File: src/rtl/pc_fetch_stage.sv
// PC + instruction-fetch front end: one outstanding imem request, redirect-capable,
// one-entry {pc, instr} output register toward decode.
module pc_fetch_stage #(
  parameter int unsigned            ADDR_W   = 32,
  parameter int unsigned            INSTR_W  = 32,
  parameter logic [ADDR_W-1:0]      RESET_PC = '0
) (
  input  logic               clk,
  input  logic               rst_n,
  input  logic               redirect_valid,
  input  logic [ADDR_W-1:0]  redirect_pc,
  output logic               imem_req_valid,
  output logic [ADDR_W-1:0]  imem_req_addr,
  input  logic               imem_req_ready,
  input  logic               imem_rsp_valid,
  input  logic [INSTR_W-1:0] imem_rsp_data,
  output logic               out_valid,
  output logic [ADDR_W-1:0]  out_pc,
  output logic [INSTR_W-1:0] out_instr,
  input  logic               out_ready
);

  typedef enum logic [2:0] {IDLE, REQ, WAIT, OUT, DRAIN} state_t;

  typedef struct packed {
    logic [ADDR_W-1:0]  pc;
    logic [INSTR_W-1:0] instr;
  } fetch_pkt_t;

  state_t            state, state_nxt;
  logic [ADDR_W-1:0] pc, pc_nxt;
  logic              vld, vld_nxt;
  fetch_pkt_t        pkt, pkt_nxt;
  logic [ADDR_W-1:0] redir_pc;
  logic              req_hs;

  assign redir_pc       = redirect_pc & ~ADDR_W'(3);
  assign imem_req_valid = (state == REQ);
  assign imem_req_addr  = pc;
  assign req_hs         = imem_req_valid & imem_req_ready;
  assign out_valid      = vld;
  assign out_pc         = pkt.pc;
  assign out_instr      = pkt.instr;

  always_ff @(posedge clk or negedge rst_n) begin
    if (!rst_n) begin
      state <= IDLE;
      pc    <= RESET_PC;
      vld   <= 1'b0;
      pkt   <= '0;
    end else begin
      state <= state_nxt;
      pc    <= pc_nxt;
      vld   <= vld_nxt;
      pkt   <= pkt_nxt;
    end
  end

  // Redirect overrides every other transition; it only decides whether a
  // request is still in flight (-> DRAIN) or not (-> REQ).
  always_comb begin
    state_nxt = state;
    pc_nxt    = pc;
    vld_nxt   = vld;
    pkt_nxt   = pkt;
    unique case (state)
      IDLE: begin
        state_nxt = REQ;
        if (redirect_valid) pc_nxt = redir_pc;
      end
      REQ: begin
        if (redirect_valid) begin
          pc_nxt    = redir_pc;
          state_nxt = req_hs ? DRAIN : REQ;
        end else if (req_hs) begin
          state_nxt = WAIT;
        end
      end
      WAIT: begin
        if (redirect_valid) begin
          pc_nxt    = redir_pc;
          state_nxt = imem_rsp_valid ? REQ : DRAIN;
        end else if (imem_rsp_valid) begin
          pkt_nxt   = '{pc: pc, instr: imem_rsp_data};
          vld_nxt   = 1'b1;
          pc_nxt    = pc + ADDR_W'(4);
          state_nxt = OUT;
        end
      end
      OUT: begin
        if (redirect_valid) begin
          pc_nxt    = redir_pc;
          vld_nxt   = 1'b0;
          state_nxt = REQ;
        end else if (out_ready) begin
          vld_nxt   = 1'b0;
          state_nxt = REQ;
        end
      end
      DRAIN: begin
        if (redirect_valid) pc_nxt = redir_pc;
        if (imem_rsp_valid) state_nxt = REQ;
      end
      default: state_nxt = IDLE;
    endcase
  end

endmodule

File: config.mk
export PLATFORM = sky130hd
export DESIGN_NAME = pc_fetch_stage
export DESIGN_NICKNAME = d
export VERILOG_FILES = /design/src/rtl/pc_fetch_stage.sv
export SDC_FILE = /design/constraint.sdc
export NUM_CORES = 1
export LEC_CHECK = 0
export ABC_AREA = 0
export CORE_ASPECT_RATIO = 0.7
export CORE_MARGIN = 4
export CORE_UTILIZATION = 40
export DETAILED_ROUTE_END_ITERATION = 10
export GPL_ROUTABILITY_DRIVEN = 0
export PLACE_DENSITY_LB_ADDON = 0.1
export SLEW_MARGIN = 20
export SYNTH_ARGS = -nofsm -noshare
export SYNTH_HDL_FRONTEND = slang
export SYNTH_SLANG_ARGS = --single-unit
File: constraint.sdc
create_clock -name clk -period 2 [get_ports clk]
set_clock_uncertainty 0.1 [all_clocks]
set_input_delay 0.4 -clock clk [delete_from_list [all_inputs] [get_ports clk]]
set_output_delay 0.4 -clock clk [all_outputs]
set_load 0.03 [all_outputs]
==> results.tsv, run 1 <==
metric	value	unit
seq_area_frac_synth	0.5319	
ys_warn_count	0	
fp.dieH	96.91	µm
final.setup.worst_slack	0.06141	ns
track_usage	0.2186	
met3_length	994	µm
num_io_pins	168	
avgSynthCellArea	8.571	µm²
dr_wl_met2	6328	µm
synth_commonest_cells	209 x nand2_1, 96 x dfrtp_1, 32 x a21oi_1	
setup_viol	0	
async_flop_share	1.000	
rsz0062_at_grt	true	
finalHoldWorstSlack	0.3746	ns
cp_slowest_cell	clkdlybuf4s50_1	
grt_pass1_vias	4609	
synthDistinctLibCells	54	
tightestPinTransition	0.5605	ns
status	completed	
antenna_left	0	
final_max_slew_viol_count	0	
antenna_cells	0	
cap_violations	0	
postSynthCellCount	527	
multi_input_area	1962	µm²
clk_pin_slew	0.07	ns
powerDensity	1458	nW/µm²
top_layer	met5	
post-route-min-period	1.939	ns
cp.arrival	1.44	ns
synth_top_area_frac	0.5319	
worst-path-buf-inv	1	
grt_max_degree	42	
final_layout_size_suffix_gt1_frac	0.1526	
final_net_count	800	
routed_wl	14090	µm
core_area	11010	µm²
io_buffers	161	
cts_tree	yes	
worstSetupPathType	flip-flop to output pin	
core.rowCount	32	
crit_family	buffers and inverters	
period_share	0.9693	
cp_slowest_stage_delay	0.69	ns
overflow	0	
synth_edf_count	0	
yosysTopAreaCell	dfrtp_1	
max_clock_freq	515.8	MHz
clk_latency	0.35	ns
synth_seq_cells	96	
postLayoutCoreUtil	0.6406	
cts_sinks	96	
syn_area	4517	µm²
cts.htree.levels	3	
drtPass1Iterations	4	
ir_worst_vdd	0.9479	mV
dr.first_iter.drc_count	364	
route.detailed.drc	0	
clk_path_buf_depth	2	
clock-root-buffer	clkbuf_16	
dieArea	13080	µm²
regArea	2419	µm²
start_util	0.4102	
cts_buffers	9	
dr_total_vias	4493	
hpwl	10380	µm
post-cts-setup-buffer-count	0	
synth_ff_type	dfrtp_1	
slew_headroom	0.6263	
cp_cell_sequence	clkdlybuf4s50_1	
end_kind	output pin	
required	1.50	ns
synth_area_leaders	dfrtp_1 53%, nand2_1 17%, a21oi_1 3.5%	
fillers	926	
grt_pass1_wl	23250	µm
critPathMaxFanout	3	
dpl_cell_area	6743	µm²
cp-start-kind	flip-flop	
dp_slack	-0.1419	ns
chipWidth	135.0	µm
viasPerCell	5.065	
wl_per_cell	15.89	µm
p_leak	3.249	nW
syn_to_final_growth	56.15	%
hold_violations	0	
wl_met1	6510	µm
fin_area	7053	µm²
antenna_found_initial	1	
hold_path_class	flip-flop to flip-flop	
yosysMostFrequentCell	nand2_1	
==> path summary, 6_finish.rpt <==
check	start	to	slack, ns	depth (start not counted)
min reg2reg	out_pc[26]	out_pc[26]	0.37	2
min in group asynchronous	rst_n	out_instr[2]	0.48	2
min	out_pc[26]	out_pc[26]	0.37	2
max	imem_req_addr[18]	imem_req_addr[18]	0.06	1
max in group asynchronous	rst_n	imem_req_addr[17]	0.74	3
max reg2reg	imem_req_addr[3]	imem_req_addr[22]	0.10	6
==> metrics by stage <==
| stage | setup TNS, ns | cells | total power, mW |
|---|---|---|---|
| after CTS | 0 | 887 | 10.36 |
| final | 0 | 887 | 10.28 |
| after global placement | -1.525 | 870 | 8.544 |
| after detailed placement | -2.016 | 870 | 8.660 |
| after global routing | -0.05677 | 887 | 10.89 |
| after floorplan | 0 | 530 | 6.057 |
==> cell families after synthesis <==
logic type,share of synthesized area
AOI/OAI and AO/OA,0.1371
and+or+nand+nor,0.2789
DFF,0.5319
buffers and inverters,0.04405
adders and majority gates,0.002770
other,0.0008302
muxes,0.004432
==> per-layer routing <==
metal | vias to the layer above | GRT usage
met1 | 2141 | 0.2988
met4 | 2 | 0.06584
met2 | 152 | 0.3392
met5 | - | 0
met3 | 24 | 0.06185
li1 | 2174 | -
==> layout make-up <==
cell class | count | share of cell area
Sequential cell | 96 | 0.3429
Tap cell | 153 | 0.02714
Clock buffer | 9 | 0.03193
Multi-Input combinational cell | 391 | 0.2782
Inverter | 7 | 0.003725
Clock inverter | 7 | 0.01118
Timing Repair Buffer | 224 | 0.3049
==> sequential cells by signal, summed over array words and instances, names as in the netlist <==
name and count:
out_instr 32, state 3, out_valid 1, out_pc 30, imem_req_addr 30
==> placed cells by master (no fill, tap or decap), types with 3 or more instances in the layout <==
| master | synthesis | final |
|---|---|---|
| clkdlybuf4s50_1 | 0 | 132 |
| nand4_1 | 6 | 6 |
| nor3_1 | 6 | 6 |
| or3_1 | 3 | 3 |
| conb_1 | 1 | 4 |
| and3_1 | 4 | 3 |
| a21oi_1 | 32 | 31 |
| buf_4 | 4 | 57 |
| clkbuf_16 | 0 | 9 |
| dlymetal6s2s_1 | 0 | 4 |
| nor2b_1 | 3 | 3 |
| a2bb2oi_1 | 8 | 8 |
| o22ai_1 | 12 | 12 |
| inv_6 | 0 | 3 |
| a31oi_1 | 3 | 3 |
| nand3_1 | 13 | 11 |
| nand2_1 | 209 | 208 |
| a311oi_1 | 3 | 3 |
| o31ai_1 | 3 | 3 |
| dfrtp_2 | 0 | 13 |
| buf_12 | 0 | 7 |
| nor2_1 | 20 | 20 |
| dlygate4sd2_1 | 0 | 23 |
| dfrtp_1 | 96 | 83 |
| o21ai_0 | 20 | 20 |
| inv_1 | 7 | 7 |
==> what timing repair did <==
item                                    4_1_cts  5_1_grt
pin swaps                                     0        4
endpoints found under the setup margin       23       20
endpoints found under the hold margin        38        0
gates resized for setup                      23        8
hold buffers                                  1        0
==> report_power, final <==
group	switching (mW)	internal [mW]	total, mW
logic	3.12	2.19	5.31
clock network	0.792	0.986	1.78
registers	0.500	2.70	3.20
total	4.41	5.88	10.3
==> worst min-delay path, cell delays in order, from the launching register on <==
cell and delay, ns:
dfrtp_1 0.34, nand2_1 0.05, nand2_1 0.05
Power figures use the tool's default switching activity.
==> run 2, diff against run 1 <==
--- a/config.mk
+++ b/config.mk
@@ -10,6 +10,7 @@
 export CORE_MARGIN = 4
 export CORE_UTILIZATION = 40
 export DETAILED_ROUTE_END_ITERATION = 10
+export DONT_BUFFER_PORTS = 1
 export GPL_ROUTABILITY_DRIVEN = 0
 export PLACE_DENSITY_LB_ADDON = 0.1
 export SLEW_MARGIN = 20
==> run 2 against run 1 <==
The run now ends with hold timing left. Clock power down 3%. Sequential power grew 32%. Non-clock buffer count is 169 lower. Setup slack gained 0.042 ns. Register-to-register slack barely moved. Critical path depth grew 6. Critical endpoint is now imem_req_addr[31].
==> results.tsv, run 2 (same netlist as run 1, synthesis figures left out) <==
metric	value	unit
status	complete, but fails checks	
violations	hold timing	
finalNonFillerCells	718	
dpl_cell_area	4994	µm²
layout_commonest_cell	nand2_1	
routed_wl	12470	µm
p_leak	2.522	nW
rsz0062_at_grt	false	
cts_sinks	96	
antenna_cells	0	
final.setup.worst_slack	0.1034	ns
num_io_pins	168	
worstSetupPathDepth	7	
antenna_found_initial	0	
final_net_count	631	
wl_per_cell	17.37	µm
max_clock_freq	527.3	MHz
finalHoldWorstSlack	-0.3373	ns
cp_cell_sequence	nand2_2 -> buf_4 -> nor4_4 -> buf_4 -> nand2b_4 -> o32a_1 -> o31a_1	
fp.dieH	96.91	µm
hold_violations	96	
powerDensity	1647	nW/µm²
track_usage	0.1919	
largest_register_ffs	32	
cts_tree	yes	
clk_latency	0.34	ns
chipWidth	135.0	µm
syn_to_final_growth	18.20	%
grt_pass1_wl	20080	µm
cp-start-kind	flip-flop	
dr_total_vias	3828	
drtPass1Iterations	4	
required	2.12	ns
route.detailed.drc	0	
overflow	0	
hpwl	9156	µm
final_layout_size_suffix_gt1_frac	0.1876	
end_kind	flip-flop	
crit_family	simple AND/OR/NAND/NOR gates	
cts_buffers	9	
io_buffers	0	
core.rowCount	32	
core_area	11010	µm²
ff2ff_path_depth	7	
post-route-min-period	1.897	ns
dr.first_iter.drc_count	199	
antenna_left	0	
fin_tns_setup	0	ns
cp_slowest_cell	dfrtp_1	
worst-path-buf-inv	2	
dp_slack	0.07739	ns
dp.cells	700	
grt_pass1_vias	3770	
critPathMaxFanout	5	
clk_path_buf_depth	2	
viasPerCell	5.331	
grt_max_degree	97	
setup_viol	0	
cts.htree.levels	3	
postLayoutCoreUtil	0.4849	
fin_area	5339	µm²
final_cell_mix	208 x nand2_1, 84 x dfrtp_1, 54 x buf_4	
clock-root-buffer	clkbuf_16	
cap_violations	0	
ir_worst_vdd	0.5574	mV
worstSetupPathType	flip-flop to flip-flop	
finalPower	8.791	mW
period_share	0.9483	
start_util	0.4102	
clk_pin_slew	0.06	ns
cp.arrival	2.01	ns
final_max_slew_viol_count	0	
dieArea	13080	µm²
hold_path_class	input port to asynchronous set/reset pin	
crit_top_cell	buf_4	
cp_slowest_stage_delay	0.42	ns
-- run 2: final timing paths --
| kind | start | slack (ns) | endpoint |
|---|---|---|---|
| min in group clk | redirect_valid | 0.04 | state[1] |
| setup reg to reg | imem_req_addr[6] | 0.10 | imem_req_addr[31] |
| max in group asynchronous | rst_n | 2.00 | imem_req_addr[8] |
| setup / recovery | imem_req_addr[6] | 0.10 | imem_req_addr[31] |
| hold / removal | rst_n | -0.34 | out_instr[2] |
| hold reg to reg | imem_req_addr[29] | 0.49 | imem_req_addr[29] |
-- run 2: cell type report --
| cell class | count | area, µm² |
|---|---|---|
| clock buffer | 11 | 242.7 |
| timing repair buffer | 55 | 425.4 |
| clock inverter | 5 | 56.30 |
| fill | 1055 | 5672 |
| inverter | 7 | 26.28 |
| sequential | 96 | 2417 |
| multi-input combinational | 391 | 1979 |
| tap | 153 | 191.4 |
-- run 2: repair_timing --
action	4_1_cts	5_1_grt
hold endpoints to repair	96	96
buffers inserted	0	2
resized for setup	0	8
endpoints found under the setup margin	0	17
-- run 2: layer usage --
| metal | up-vias | track usage | share of wire |
|---|---|---|---|
| met5 | - | 0 | 0 |
| met4 | 0 | 0.04570 | 0.011 |
| met3 | 9 | 0.07900 | 0.11 |
| met2 | 153 | 0.2874 | 0.43 |
| met1 | 1830 | 0.2603 | 0.45 |
| li1 | 1836 | - | - |
-- run 2: report_power, final --
| group | internal (mW) | total [mW] | switching, mW |
|---|---|---|---|
| logic | 1.04 | 2.82 | 1.79 |
| clock network | 1.00 | 1.73 | 0.721 |
| registers | 2.69 | 4.24 | 1.56 |
| total | 4.73 | 8.79 | 4.06 |
==> RTL change 1 (settings of run 2) <==
Reset style: synchronous (`rst_n`), changed in one clocked block.
--- a/src/rtl/pc_fetch_stage.sv
+++ b/src/rtl/pc_fetch_stage.sv
@@ -44,3 +44,3 @@
 
-  always_ff @(posedge clk or negedge rst_n) begin
+  always_ff @(posedge clk) begin
     if (!rst_n) begin
Check against the original RTL: differs if rst_n is asserted again (counterexample within 4 cycles, from zero or initial values and one cycle with rst_n low); with rst_n held inactive, the same outputs for 4 cycles.
==> RTL change 1 against run 2 <==
Synthesized cell count rose by 12%; count of clock-buffer cells in the layout did not move; wire length rose by 10%; global-route usage rose by 0.88 points; sequential cell count did not move; cell area rose by 0.61%; worst setup slack got worse by 0.085 ns; synthesized area rose by 0.14%.
Power is not compared: it rests on default switching activity, and its combinational part moved more than twofold at a synthesized area within 25%.
==> RTL change 1: results <==
[cells_and_area]
diodes = 0
clockBufferCount = 11
fillerInstances = 1101
clkCellAreaFrac_pct = 4.962
buf_share_pct = 10.16
multiInputGateArea_sq_um = 2414
n_all_inverters = 3
num-nonclk-buffers = 66
largest_reg_flops = 32
regArea_sq_um = 1943
drive_gt1_share_pct = 18.78
layout.nets = 689
dominant-cell-class = "multi-input gates"
multi_input_cells = 442
seq_cell_count = 96

[global_route]
antenna_found_initial = 0
grtUsageTotal_pct = 20.08
grt_util_met3_pct = 6.497
grtUsageMet1_pct = 26.93
grt_start_max_net_pins = 75
met2_usage_pct = 31.38
grt_pass1_wl_um = 21400
grt_pass1_vias = 4013

[power_and_ir_drop]
irDropWorstVdd_mv = 0.4446

[synthesis]
ys_warn_count = 0
synthArstFlopShare_pct = 0
yosysSeqAreaShare_pct = 42.49
yosys.cell_types.count = 62
synthTopCellsByCount = "nand2_1, dfxtp_1, a21oi_1"
yosys_most_used_dff = "dfxtp_1"
ys_top_cells_by_area = "dfxtp_1, nand2_1, a21oi_1"

[hold_path]
min_path_type = "input port to flip-flop"

[place]
detailedPlace.worstSlack_ns = 0.01467
post-dp-hpwl_um = 10020

[worst_setup_path]
critical_path.max_fanout = 5
critPathArrivalTime_ns = 2.17
slowest_stage = "or4_1"
crit_family = "simple AND/OR/NAND/NOR gates"
critPathMaxStageDelay_ns = 0.41

[detailed_routing]
vias_per_cell = 5.589
wl_um = 13720
wirelength_met1_um = 6238
met3_length_um = 1205
drt_pass1_iterations = 5
highest_layer = "met4"
drt_iter0_drc = 254
route.met2.wl_um = 6119

[clocking]
clk_pin_slew_ns = 0.07
numCtsBuffers = 9

[sta]
relSlewSlack_pct = 46.33

[status]
status = "complete, no violations"
[RTL change 1: cell count changes in the layout (fill, tap and decap cells not counted), moves of 6 or more]
cell	before	now
and3_1	3	9
nand2_1	208	163
dfxtp_1	0	83
nand3_1	11	21
dfrtp_1	84	0
a2bb2oi_1	8	1
o22ai_1	12	5
dfrtp_2	12	0
buf_4	54	62
nand4_1	6	13
dfxtp_2	0	11
a21oi_1	30	91
[RTL change 1: logic make-up after synthesis]
group / synth area share (%)
and+or+nand+nor: 29.77
other: 0.08291
muxes: 1.134
buffers and inverters: 5.781
AOI/OAI and AO/OA: 20.47
DFF: 42.49
adders and majority gates: 0.2766
[RTL change 1: per-stage QoR]
step                setup TNS (ns)  cell area (sq um)  power (mW)  cells
floorplan                 -0.02491               4561       2.596    595
global placement                 0               5049       2.818    757
detailed placement               0               5049       2.830    757
CTS                      -0.007328               5315       4.412    773
global route              -0.08424               5371       4.553    776
finish                           0               5371       4.372    776
[RTL change 1: power breakdown]
group          total, mW  switching [mW]  internal [mW]
Clock               1.58           0.734          0.842
Combinational      0.719           0.461          0.258
Sequential          2.08          0.0852           1.99
[RTL change 1: path summary, 6_finish.rpt]
path	slack, ns	from	endpoint	cells after the start
worst max-delay path	0.02	imem_req_addr[2]$_SDFFE_PN0P_	imem_req_addr[28]$_SDFFE_PN0P_	7
worst min-delay path	0.09	imem_rsp_data[6]	out_instr[6]$_SDFFE_PN0P_	2
worst max register to register	0.02	imem_req_addr[2]$_SDFFE_PN0P_	imem_req_addr[28]$_SDFFE_PN0P_	7
worst min register to register	0.50	out_pc[31]$_SDFFE_PN0P_	out_pc[31]$_SDFFE_PN0P_	2
==> RTL change 2 (settings of run 2) <==
Without the edit above. Set the parameter `INSTR_W` to 28 (it was 32).
--- a/src/rtl/pc_fetch_stage.sv
+++ b/src/rtl/pc_fetch_stage.sv
@@ -4,3 +4,3 @@
   parameter int unsigned            ADDR_W   = 32,
-  parameter int unsigned            INSTR_W  = 32,
+  parameter int unsigned            INSTR_W  = 28,
   parameter logic [ADDR_W-1:0]      RESET_PC = '0
Ports: changed (resized imem_rsp_data and out_instr); port bits go from 168 to 160. The function was not compared with the original's and may differ.
==> RTL change 2 against run 2 <==
The run still ends with hold timing left; power up 1.1%; worst setup slack better by 0.015 ns; combinational power up 5%; via count down 0.16%; cell area down 0.61%; core utilization up 1.4 points; sequential cell count down 4; non-clock buffer count up 2; wire length up 0.97%; synthesized area down 1.1%; largest power group unchanged; highest routed layer unchanged.
==> RTL change 2: results <==
[status]
status = "finished with violations"
violations = "hold timing"

[global_route]
grt_pass1_wl_um = 19670
grt_start_max_net_pins = 93
grtUsageTotal_pct = 19.31
grt_pass1_vias = 3600

[synthesis]
synthTopCellsByCount = "nand2_1, dfrtp_1, a21oi_1"
syn_inst = 528
ys_warn_count = 0
yosysSeqAreaShare_pct = 51.51
ys_top_cells_by_area = "dfrtp_1, nand2_1, a21oi_1"
synth_enable_flop_cells = 0
yosys.cell_types.count = 56

[power_and_ir_drop]
leakage_nw = 2.496
p_int_mw = 4.766
irDropWorstVdd_mv = 0.7434

[place]
place_area_sq_um = 4985
detailedPlace.worstSlack_ns = 0.09742
post-dp-hpwl_um = 9121
dp.cells = 696

[detailed_routing]
vias = 3822
drt_iter0_drc = 163
wirelength_met1_um = 5947
met3_length_um = 1179
drt_pass1_iterations = 5
vias_per_cell = 5.368
route.met2.wl_um = 5436
wl_um = 12590

[cells_and_area]
layout.nets = 626
fillerInstances = 1028
drive_gt1_share_pct = 16.16

[worst_setup_path]
critical_path.max_fanout = 7

[sta]
hold-worst-slack_ns = -0.3419
finalHoldViolations = 92
==> RTL change 2: path summary, 6_finish.rpt <==
check                                         startpoint                            end  depth (start not counted)  slack, ns
setup / recovery            imem_req_addr[2]$_DFFE_PN0P_  imem_req_addr[22]$_DFFE_PN0P_                          7       0.12
hold / removal                                     rst_n       out_instr[1]$_DFFE_PN0P_                          0      -0.34
setup reg to reg            imem_req_addr[2]$_DFFE_PN0P_  imem_req_addr[22]$_DFFE_PN0P_                          7       0.12
hold reg to reg            imem_req_addr[30]$_DFFE_PN0P_  imem_req_addr[30]$_DFFE_PN0P_                          1       0.47
max in group asynchronous                          rst_n   imem_req_addr[5]$_DFFE_PN0P_                          0       1.96
min in group clk                          redirect_valid           state[1]$_DFFE_PN0P_                          1       0.03
==> RTL change 2: cells by family after synthesis <==
group	count (synthesis)	share of synthesized area [%]
simple gates	299	29.96
flops	92	51.51
buf+inv	42	4.703
compound gates	91	13.02
mux	2	0.4479
fa+ha+maj	1	0.2799
other cells	1	0.08391
==> RTL change 2: layout make-up <==
class	instances	area [sq um]	share of cell area, %
diodes	1	2.502	0.04716
clock buffers	11	232.7	4.386
clock inverters	4	75.07	1.415
inverters	2	7.507	0.1415
multi-input cells	397	2006	37.80
flip-flops and latches	92	2307	43.48
well taps	148	185.2	3.490
repair buffers	57	490.5	9.243
==> RTL change 2: worst max-delay path, stage by stage (launching register included) <==
cell and delay [ns]:
dfrtp_2 0.42, ha_4 0.18, nand4_2 0.16, nor3_4 0.25
buf_4 0.20, nand4_1 0.16, o32a_1 0.20, o21a_1 0.10
==> RTL change 2: stage by stage <==
stage | setup TNS [ns] | util [%] | hold slack (ns)
after floorplan | -0.01371 | - | 0.004409
after global placement | 0 | 46.90 | 0.007012
after detailed placement | 0 | 46.90 | 0.006688
after CTS | 0 | 49.80 | -0.3593
after global routing | 0 | 49.91 | -0.3669
final | 0 | 49.93 | -0.3419
==> RTL change 2: timing repair <==
action / in CTS / in global routing
resized for setup: 0 / 3
endpoints found under the hold margin: 92 / 92
endpoints found under the setup margin: 0 / 14
==> RTL change 2: routing by layer <==
metal	up-vias	GRT usage (%)
met5	-	0
met4	0	4.407
met3	2	6.988
met2	137	27.47
met1	1835	28.09
li1	1848	-
==> RTL change 2: power by group through the flow <==
stage | logic [mW] | clock network (mW) | registers [mW]
CTS | 2.96 | 1.84 | 4.16
global route | 3.25 | 1.91 | 4.24
finish | 2.95 | 1.79 | 4.15
detailed placement | 2.95 | 0 | 4.18
floorplan | 1.40 | 0 | 4.62
global placement | 2.89 | 0 | 4.16
